File: config.mk
export PLATFORM = sky130hd
export DESIGN_NAME = psram_arbiter
export DESIGN_NICKNAME = d
export VERILOG_FILES = /design/src/rtl/psram_arb_pkg.sv /design/src/rtl/psram_arb_pick.sv /design/src/rtl/psram_arbiter.sv
export SDC_FILE = /design/constraint.sdc
export NUM_CORES = 1
export LEC_CHECK = 0
export BUFFER_PORTS_ARGS = -buffer_cell sky130_fd_sc_hd__clkbuf_2
export CELL_PAD_IN_SITES_DETAIL_PLACEMENT = 1
export CELL_PAD_IN_SITES_GLOBAL_PLACEMENT = 1
export CORE_UTILIZATION = 35
export DETAILED_ROUTE_END_ITERATION = 8
export PLACE_DENSITY = 0.82
export REMOVE_ABC_BUFFERS = 1
export SKIP_CTS_REPAIR_TIMING = 1
export SYNTH_ARGS = -nofsm -noshare
export SYNTH_HDL_FRONTEND = slang
export SYNTH_SLANG_ARGS = --single-unit
File: constraint.sdc
create_clock -name iClk -period 2.72 [get_ports iClk]
set_clock_uncertainty 0.1 [all_clocks]
set_input_delay 0.272 -clock iClk [delete_from_list [all_inputs] [get_ports iClk]]
set_output_delay 0.272 -clock iClk [all_outputs]
set_load 0.02 [all_outputs]
File: src/rtl/psram_arb_pkg.sv
// rtl/psram_arb_pkg.sv - shared types and constants for the PSRAM arbiter
//
// Holds the arbiter FSM state encoding, the operator command codes and the
// default values of the arbiter parameters.
package psram_arb_pkg;

  localparam int ADDR_W_DEF  = 23;
  localparam int LEN_W_DEF   = 8;
  localparam int TIMEOUT_DEF = 4096;

  localparam logic [1:0] CMD_SWR = 2'b00;
  localparam logic [1:0] CMD_BWR = 2'b01;
  localparam logic [1:0] CMD_SRD = 2'b10;
  localparam logic [1:0] CMD_BRD = 2'b11;

  typedef enum logic [1:0] {
    ST_IDLE  = 2'd0,
    ST_ISSUE = 2'd1,
    ST_WAIT  = 2'd2,
    ST_DONE  = 2'd3
  } arbState_t;

endpackage

File: src/rtl/psram_arb_pick.sv
// rtl/psram_arb_pick.sv - winner selection between capture-writer and upload-reader
//
// Purely combinational. The writer wins whenever its urgent flag is set,
// otherwise a tie goes to whoever was not served last.
//
// Ports:
//   reqW, reqR  requests from writer / reader
//   urgentW     writer FIFO almost-full, overrides round-robin
//   lastR       1 when the reader was the last requester served
//   anyReq      at least one request pending
//   pickR       1 when the reader wins, 0 when the writer wins
module psram_arb_pick
  import psram_arb_pkg::*;
(
  input  logic reqW,
  input  logic reqR,
  input  logic urgentW,
  input  logic lastR,
  output logic anyReq,
  output logic pickR
);

  assign anyReq = reqW | reqR;

  always_comb begin
    pickR = 1'b1;
    // Writer wins if urgent, if alone, or if the reader had the last turn.
    if (reqW && (urgentW || !reqR || lastR)) begin
      pickR = 1'b0;
    end
  end

endmodule

File: src/rtl/psram_arbiter.sv
// rtl/psram_arbiter.sv - two-port arbiter in front of the PSRAM operator
//
// Grants the shared PSRAM operator to either the capture-writer (W) or the
// upload-reader (R), latches the winner's command, runs it through
// IDLE -> ISSUE -> WAIT -> DONE and aborts via a watchdog if the operator
// never reports completion.
//
// Ports:
//   iClk, iRst              clock, asynchronous active-high reset
//   iEn                     allow new grants
//   iReqW/R, iCmdW/R,
//   iAddrW/R, iLenW/R       requester command interfaces
//   iUrgentW                writer FIFO almost-full
//   oGntW/R                 grant, high from grant cycle through DONE
//   oDoneW/R                one-cycle completion pulse
//   oRamEn, oRamCmd,
//   oRamAddr, oRamLen       latched command to the operator
//   iRamBusy, iRamDone      operator handshake
//   oTimeout                one-cycle watchdog abort pulse
module psram_arbiter
  import psram_arb_pkg::*;
#(
  parameter int ADDR_W  = ADDR_W_DEF,
  parameter int LEN_W   = LEN_W_DEF,
  parameter int TIMEOUT = TIMEOUT_DEF
) (
  input  logic              iClk,
  input  logic              iRst,
  input  logic              iEn,
  input  logic              iReqW,
  input  logic              iReqR,
  input  logic [1:0]        iCmdW,
  input  logic [1:0]        iCmdR,
  input  logic [ADDR_W-1:0] iAddrW,
  input  logic [ADDR_W-1:0] iAddrR,
  input  logic [LEN_W-1:0]  iLenW,
  input  logic [LEN_W-1:0]  iLenR,
  input  logic              iUrgentW,
  output logic              oGntW,
  output logic              oGntR,
  output logic              oDoneW,
  output logic              oDoneR,
  output logic              oRamEn,
  output logic [1:0]        oRamCmd,
  output logic [ADDR_W-1:0] oRamAddr,
  output logic [LEN_W-1:0]  oRamLen,
  input  logic              iRamBusy,
  input  logic              iRamDone,
  output logic              oTimeout
);

  localparam logic [15:0] WDOG_LAST = 16'(TIMEOUT - 1);

  arbState_t   state;
  arbState_t   stateNext;
  logic        ownerR;     // 1 while the reader owns the operator
  logic        lastR;      // 1 when the reader was served last
  logic [15:0] wdog;
  logic        wdogHit;
  logic        anyReq;
  logic        pickR;
  logic        doGrant;
  logic        doTimeout;

  psram_arb_pick uPick (
    .reqW    (iReqW),
    .reqR    (iReqR),
    .urgentW (iUrgentW),
    .lastR   (lastR),
    .anyReq  (anyReq),
    .pickR   (pickR)
  );

  assign wdogHit = (wdog == WDOG_LAST);

  always_comb begin
    stateNext = state;
    doGrant   = 1'b0;
    doTimeout = 1'b0;
    case (state)
      ST_IDLE: begin
        if (iEn && anyReq) begin
          doGrant   = 1'b1;
          stateNext = ST_ISSUE;
        end
      end
      ST_ISSUE: begin
        // Completion beats the watchdog, and the watchdog beats busy.
        if (iRamDone) begin
          stateNext = ST_DONE;
        end else if (wdogHit) begin
          doTimeout = 1'b1;
          stateNext = ST_IDLE;
        end else if (iRamBusy) begin
          stateNext = ST_WAIT;
        end
      end
      ST_WAIT: begin
        if (iRamDone) begin
          stateNext = ST_DONE;
        end else if (wdogHit) begin
          doTimeout = 1'b1;
          stateNext = ST_IDLE;
        end
      end
      ST_DONE: begin
        stateNext = ST_IDLE;
      end
      default: begin
        stateNext = ST_IDLE;
      end
    endcase
  end

  always_ff @(posedge iClk or posedge iRst) begin
    if (iRst) begin
      state    <= ST_IDLE;
      ownerR   <= 1'b0;
      lastR    <= 1'b1;
      wdog     <= 16'd0;
      oRamCmd  <= 2'b00;
      oRamAddr <= '0;
      oRamLen  <= '0;
      oTimeout <= 1'b0;
    end else begin
      state    <= stateNext;
      oTimeout <= doTimeout;
      if (doGrant) begin
        ownerR   <= pickR;
        oRamCmd  <= pickR ? iCmdR  : iCmdW;
        oRamAddr <= pickR ? iAddrR : iAddrW;
        oRamLen  <= pickR ? iLenR  : iLenW;
        wdog     <= 16'd0;
      end else if (state == ST_ISSUE || state == ST_WAIT) begin
        wdog <= wdog + 16'd1;
      end
      // An aborted transaction still counts as a turn for round-robin.
      if (state == ST_DONE || doTimeout) begin
        lastR <= ownerR;
      end
    end
  end

  // Grant covers ISSUE, WAIT and DONE; IDLE is the only ungranted state.
  assign oGntW  = (state != ST_IDLE) && !ownerR;
  assign oGntR  = (state != ST_IDLE) &&  ownerR;
  assign oDoneW = (state == ST_DONE) && !ownerR;
  assign oDoneR = (state == ST_DONE) &&  ownerR;
  assign oRamEn = (state == ST_ISSUE);

endmodule
==> PnR_summary.wiki, run 1 <==
{| class="wikitable"
! Metric !! Value
|-
| Post-Route Setup TNS || 0 ns
|-
| Synthesized area per cell || ~10 µm²
|-
| Number of enable-type register cells in the synthesized netlist || 0
|-
| Worst setup margin || 0.401 ns
|-
| Total Die Area || approximately 0.0079 mm²
|-
| Hold depth || 3
|-
| TritonCTS Buffers || 5
|-
| Post-route antenna net violation count || 0
|-
| Part of the total power dissipated in combinational logic || between 40 and 50%
|-
| Number of I/O port buffers || 112
|-
| Worst vdd rail ir drop || slightly above 0.0003 V
|-
| Clock latency of the later-clocked register in the worst-skew pair || approximately 0.3 ns
|-
| CTS tree || done
|-
| Clock Tree Root || sky130_fd_sc_hd__clkbuf_8
|-
| Proportion of register bits with asynchronous set or reset after synthesis || between 90% and 100%
|-
| Depth of the most critical reg-to-reg path || 5
|-
| Final critical delay including setup and external delays || approximately 2.3 ns
|-
| Antenna violations before repair || 0
|-
| Commonest non-fill, non-tap cells in the layout || sky130_fd_sc_hd__clkbuf_2, sky130_fd_sc_hd__dfrtp_1, sky130_fd_sc_hd__nand2_1, sky130_fd_sc_hd__o21ai_0, sky130_fd_sc_hd__mux2i_1
|-
| Drt initial violations || 55
|-
| Leakage power summed over all cells || 1.85 nW
|-
| Vert. Die Dim || a little under 90 µm
|-
| Hold/Removal Path Class || primary input to register
|-
| Placement Rows || 31
|-
| Max Cap Viol || 0
|-
| Primary FF master, synth || sky130_fd_sc_hd__dfrtp_1
|-
| Synthesized flop and latch total || 54
|-
| Vias per cell || 4.81
|-
| RSZ-0062 raised after global routing || no
|-
| Sequential cell area fraction in the yosys report || approximately half
|-
| Number of nets in the layout || approximately 450
|-
| Maximum net fanout on the critical path || 71
|-
| Final hold violation count || 0
|-
| Worst path arrival time || ~2.3 ns
|-
| Post-route clock period utilization || a little under nine tenths
|-
| YS warnings || 0
|-
| Placement Setup Slack || 0.365 ns
|-
| Final setup viols || 0
|-
| Worst slew margin relative to its limit || roughly 28%
|-
| Synth Cell Area || between 0.002 and 0.003 mm²
|-
| Global-route wire length before repair || approximately 11000 µm
|-
| Die X || just under 90 µm
|-
| Startpoint type of the worst setup path || register
|-
| DRC violations left || 0
|-
| Count of inserted antenna diode cells || 0
|-
| Share of cells above drive strength 1 || 35.3%
|-
| Clock Sink Count || 54
|-
| Total Wirelength || approximately 6500 µm
|-
| Power per cell area || roughly 930 mW/mm²
|-
| Final core utilization || 46.8%
|-
| Internal power || around 1.8 mW
|-
| Pins Over Slew Limit || 0
|-
| Critical path start-end classification || register to register
|-
| Register clock-pin slew on the reported worst setup and hold paths || about 0.1 ns
|-
| Clk buf depth || 2
|-
| Core box area || 0.00729 mm²
|-
| Cells after synthesis || 264
|-
| Avg WL per Cell || between 10 and 15 µm
|-
| Routability Congestion || approximately 0.80
|-
| Leading cell type in the layout, fill and taps excluded || sky130_fd_sc_hd__clkbuf_2
|-
| First-pass iteration count of the detailed router || 4
|-
| Highest clock rate || ~430 MHz
|-
| Sequential power share || approximately 41%
|-
| Clock power frac || between 10 and 15%
|-
| Psw || between 1 and 1.5 mW
|-
| Number of distinct standard cells referenced by the synthesized netlist || 37
|-
| Required time at the worst-slack endpoint || 2.74 ns
|-
| Overflow after GRT || 0
|-
| I/O pins || roughly 110
|-
| Starting density of the core || a little over a third
|-
| Global-route total usage across every layer || around 18%
|-
| Detailed-placement wirelength estimate || about 5000 µm
|-
| Tightest hold margin || approximately 0.15 ns
|-
| Pin count of the biggest net entering global routing || 72
|-
| Switching power as a share of total power || between 40% and 50%
|-
| Layout Area Growth over Synthesis || 28.9%
|-
| Total number of vias || 2275
|-
| Run status || finished, final reports clean
|-
| Endpoint kind of the worst setup timing path || register
|-
| Number of global-route vias before repair || ~2300
|-
| Slew at the pin closest to its max-slew limit || between 1 and 1.5 ns
|-
| H-tree Lvls || 2
|}
==> power groups by stage <==
| stage | Sequential [mW] | Clock (mW) | Combinational (mW) |
|---|---|---|---|
| 6_report | 1.32 | 0.461 | 1.41 |
| 5_1_grt | 1.36 | 0.500 | 1.59 |
| 4_1_cts | 1.32 | 0.472 | 1.43 |
| 3_5_place_dp | 1.33 | 0 | 1.43 |
| 3_3_place_gp | 1.32 | 0 | 1.36 |
| 2_1_floorplan | 1.57 | 0 | 0.655 |
==> state kept, by name (all words and copies together), names as in the netlist <==
signal    count
oRamAddr     23
oRamLen       8
oRamCmd       2
state         2
wdog         16
oTimeout      1
lastR         1
ownerR        1
==> routing by layer <==
layer / GRT usage (%) / routed length (µm) / share of wire (%) / up-vias
met5: 0 / 0 / 0 / -
met4: 3.61 / 44 / 0.68 / 0
met3: 3.42 / 253 / 3.9 / 4
met2: 32.8 / 3410 / 53 / 61
met1: 21.2 / 2780 / 43 / 1080
li1: - / - / - / 1130
==> cell families (layout without fill, tap and decap cells) <==
kind of cell               Yosys count  count (layout)  synth area share, %
AOI/OAI and AO/OA                   50              50                 10.4
xor gates and xnor gates            10              10                 3.31
adders and majority gates            5               5                 2.36
buffers and inverters               21             131                 3.40
DFF                                 54              54                 51.1
muxes                               35              35                 13.3
and+or+nand+nor                     89              89                 16.2
==> final timing paths <==
check,startpoint,end,slack (ns)
setup reg to reg,state[1],oRamAddr[13],0.40
hold reg to reg,oRamAddr[3],oRamAddr[3],0.38
hold / removal,iAddrW[2],oRamAddr[2],0.15
min in group asynchronous,iRst,oRamAddr[22],0.50
setup / recovery,state[1],oRamAddr[13],0.40
max in group asynchronous,iRst,oRamLen[0],1.36
==> Yosys cell counts, drive strengths merged (3+ instances only) <==
master  count  share of area (%)
nand2      47                6.7
and3        3               0.76
o211ai      4                1.1
clkbuf      8                1.1
a21oi       3               0.57
xor2        8                2.6
dfrtp      53                 50
inv         6               0.85
or4         4                1.2
o21ai      37                7.0
mux2i      34                 13
nor2b       3               0.71
nor2       14                2.0
ha          5                2.4
nand4       7                1.7
buf         7                1.4
==> layout make-up <==
class	count	area, µm²
clock buffer	6	82.6
inverter	6	22.5
clock inverter	2	12.5
tap	99	124
fill	882	3880
multi-input combinational	189	1220
sequential	54	1350
timing repair buffer	117	601
==> metrics by stage <==
| stage | instances | power [mW] | cell area [µm²] |
|---|---|---|---|
| floorplan | 249 | 2.22 | 2580 |
| global route | 473 | 3.44 | 3410 |
| global placement | 464 | 2.67 | 3310 |
| CTS | 472 | 3.22 | 3400 |
| finish | 473 | 3.19 | 3410 |
| detailed placement | 464 | 2.76 | 3310 |
==> worst max-delay path: stages (launching register included) <==
cell and delay, ns:
sky130_fd_sc_hd__dfrtp_1 0.41, sky130_fd_sc_hd__inv_1 0.10, sky130_fd_sc_hd__ha_1 0.26, sky130_fd_sc_hd__inv_1 0.11, sky130_fd_sc_hd__or2_2 0.83, sky130_fd_sc_hd__o21ai_0 0.30
(Power assumes the default switching activity.)
==> run 2, diff against run 1 <==
Clock period 2.72 ns to 2.55 ns, I/O delays scaled along.
==> run 2 against run 1 <==
Sequential cell count stayed put. Sequential power is 6% higher. Die area stayed put. Clock-buffer cell count is 1 higher. Fmax is 5.1% higher.
==> PnR_summary.wiki, run 2 (synthesis results as in run 1) <==
{| class="wikitable"
! Metric !! Value
|-
| Critical-path cell list || inv_1 -> ha_1 -> and4_1 -> nand4_1 -> or4_1 -> nand2_1
|-
| Area after DPL || 0.00330 mm²
|-
| Number of I/O port buffers || around 110
|-
| Worst vdd rail ir drop || between 0.0003 and 0.0004 V
|-
| Cell type of the slowest stage on the worst timing path || sky130_fd_sc_hd__or4_1
|-
| Number of fill cells in the layout || between 800 and 900
|-
| Clock Tree Root || sky130_fd_sc_hd__clkbuf_8
|-
| Design area || around 0.0034 mm²
|-
| CTS tree || done
|-
| Pins Over Slew Limit || 0
|-
| Leakage power summed over all cells || between 1.5 and 2 nW
|-
| Post-route clock period utilization || 86.5%
|-
| First-pass iteration count of the detailed router || 4
|-
| Hold/Removal Path Class || primary input to async pin
|-
| Buffering stage count on the worst path with inverters included || 1
|-
| Final non-filler cell total || about 470
|-
| Avg WL per Cell || ~13 µm
|-
| Register clock-pin slew on the reported worst setup and hold paths || around 0.090 ns
|-
| I/O pins || between 100 and 150
|-
| Overflow after GRT || 0
|-
| Stage delay of the slowest cell on the critical path || ~0.47 ns
|-
| Power per cell area || about 1000 mW/mm²
|-
| Starting density of the core || a little over a third
|-
| Psw || between 1 and 1.5 mW
|-
| Vias per cell || roughly 4.8
|-
| Placed cell count || 463
|-
| Area of the multi-input gates || between 0.001 and 0.0015 mm²
|-
| DRC violations left || 0
|-
| Routability Congestion || 0.782
|-
| Die X || roughly 90 µm
|-
| Commonest non-fill, non-tap cells in the layout || sky130_fd_sc_hd__clkbuf_2, sky130_fd_sc_hd__dfrtp_1, sky130_fd_sc_hd__nand2_1, sky130_fd_sc_hd__o21ai_0, sky130_fd_sc_hd__mux2i_1
|-
| RSZ-0062 raised after global routing || no
|-
| Total Die Area || approximately 0.0079 mm²
|-
| TritonCTS Buffers || 5
|-
| Endpoint kind of the worst setup timing path || register
|-
| Internal power || just over 2 mW
|-
| Layout Area Growth over Synthesis || 28.8%
|-
| Leading cell type in the layout, fill and taps excluded || sky130_fd_sc_hd__clkbuf_2
|-
| Placement Rows || 31
|-
| Slew at the pin closest to its max-slew limit || approximately 0.65 ns
|-
| Max Cap Viol || 0
|-
| Worst path arrival time || 2.35 ns
|-
| Count of inserted antenna diode cells || 0
|-
| Area taken by flip-flops and latches || 0.00135 mm²
|-
| H-tree Lvls || 2
|-
| Vert. Die Dim || around 90 µm
|-
| Clk buf depth || 2
|-
| Final setup viols || 0
|-
| Clock Sink Count || 54
|-
| Pin count of the biggest net entering global routing || between 70 and 80
|-
| Final critical delay including setup and external delays || between 2 and 2.5 ns
|-
| Total Wirelength || 6300 µm
|-
| Highest clock rate || between 400 and 500 MHz
|-
| Regs by FF count || oRamAddr: 23 flops, wdog: 16 flops, oRamLen: 8 flops
|-
| Number of nets in the layout || between 400 and 500
|-
| Clock power frac || between 15 and 20%
|-
| Share of cells above drive strength 1 || between 30% and 40%
|-
| Final hold violation count || 0
|-
| Clock latency of the later-clocked register in the worst-skew pair || 0.30 ns
|-
| Sequential power share || 40.7%
|-
| Critical path start-end classification || register to register
|-
| Switching power as a share of total power || 41.3%
|-
| Drt initial violations || about 140
|-
| Required time at the worst-slack endpoint || about 2.7 ns
|-
| Startpoint type of the worst setup path || register
|-
| Worst slew margin relative to its limit || 56.7%
|-
| Part of the total power dissipated in combinational logic || 43.1%
|-
| Number of global-route vias before repair || around 2400
|-
| Global-route wire length before repair || between 10000 and 15000 µm
|-
| Total number of vias || between 2000 and 2500
|-
| Register with the most flip-flops || oRamAddr
|-
| Flip-flop count of the largest register after layout || 23
|-
| Tightest hold margin || around 0.0012 ns
|-
| Maximum net fanout on the critical path || 7
|-
| Global-route total usage across every layer || 17.5%
|-
| Detailed-placement wirelength estimate || 4810 µm
|-
| Final core utilization || between 40% and 50%
|-
| Post-route antenna net violation count || 0
|-
| Core box area || about 0.0073 mm²
|-
| Family of cells with the greatest summed delay on the critical path || simple AND/OR/NAND/NOR gates
|-
| Antenna violations before repair || 0
|-
| Run status || finished, final reports clean
|}
## run 2: changes by cell type in the layout (fill, tap and decap cells not counted), sizes merged
cell	delta
buf	-1
bufinv	+1
clkbuf	+1
clkinv	-1
clkinvlp	-1
dlygate4sd3	-1
## run 2: power groups by stage
stage / logic, mW / registers (mW) / clock network, mW
after floorplan: 0.699 / 1.67 / 0
after global placement: 1.45 / 1.40 / 0
after detailed placement: 1.51 / 1.42 / 0
after CTS: 1.51 / 1.41 / 0.585
after global routing: 1.66 / 1.45 / 0.617
final: 1.48 / 1.40 / 0.562
## run 2: per-stage QoR
step,power (mW),worst slack [ns],setup TNS [ns]
2_1_floorplan,2.37,-2.12,-71.62
3_3_place_gp,2.85,0.360,0
3_5_place_dp,2.93,0.247,0
4_1_cts,3.50,0.249,0
5_1_grt,3.73,0.188,0
6_report,3.45,0.344,0
## run 2: path summary, 6_finish.rpt
path | start | cells past startpoint | slack [ns] | endpoint
min | iRst | 3 | 0.001 | oRamAddr[1]
min in group iClk | iAddrW[18] | 3 | 0.13 | oRamAddr[18]
max in group asynchronous | iRst | 3 | 1.92 | wdog[10]
max reg2reg | state[1] | 6 | 0.34 | wdog[13]
min reg2reg | oRamAddr[18] | 2 | 0.39 | oRamAddr[18]
max | state[1] | 6 | 0.34 | wdog[13]
## run 2: final cells by class
class	instances	area share [%]
Inverter	6	0.660
Sequential cell	54	39.7
Timing Repair Buffer	115	17.1
Clock buffer	7	2.24
Tap cell	99	3.63
Multi-Input combinational cell	189	35.8
Clock inverter	1	0.880
## run 2: tightest hold or removal path, delay by kind of cell
family                 cells  cell delay, ns
buffers and inverters      3            0.63
## run 2: metal layers
metal | vias up | wire length [µm] | GRT usage (%)
li1 | 1122 | - | -
met4 | 0 | 104 | 7.94
met1 | 1093 | 2630 | 20.1
met2 | 61 | 3320 | 31.7
met5 | - | 0 | 0
met3 | 7 | 251 | 3.51
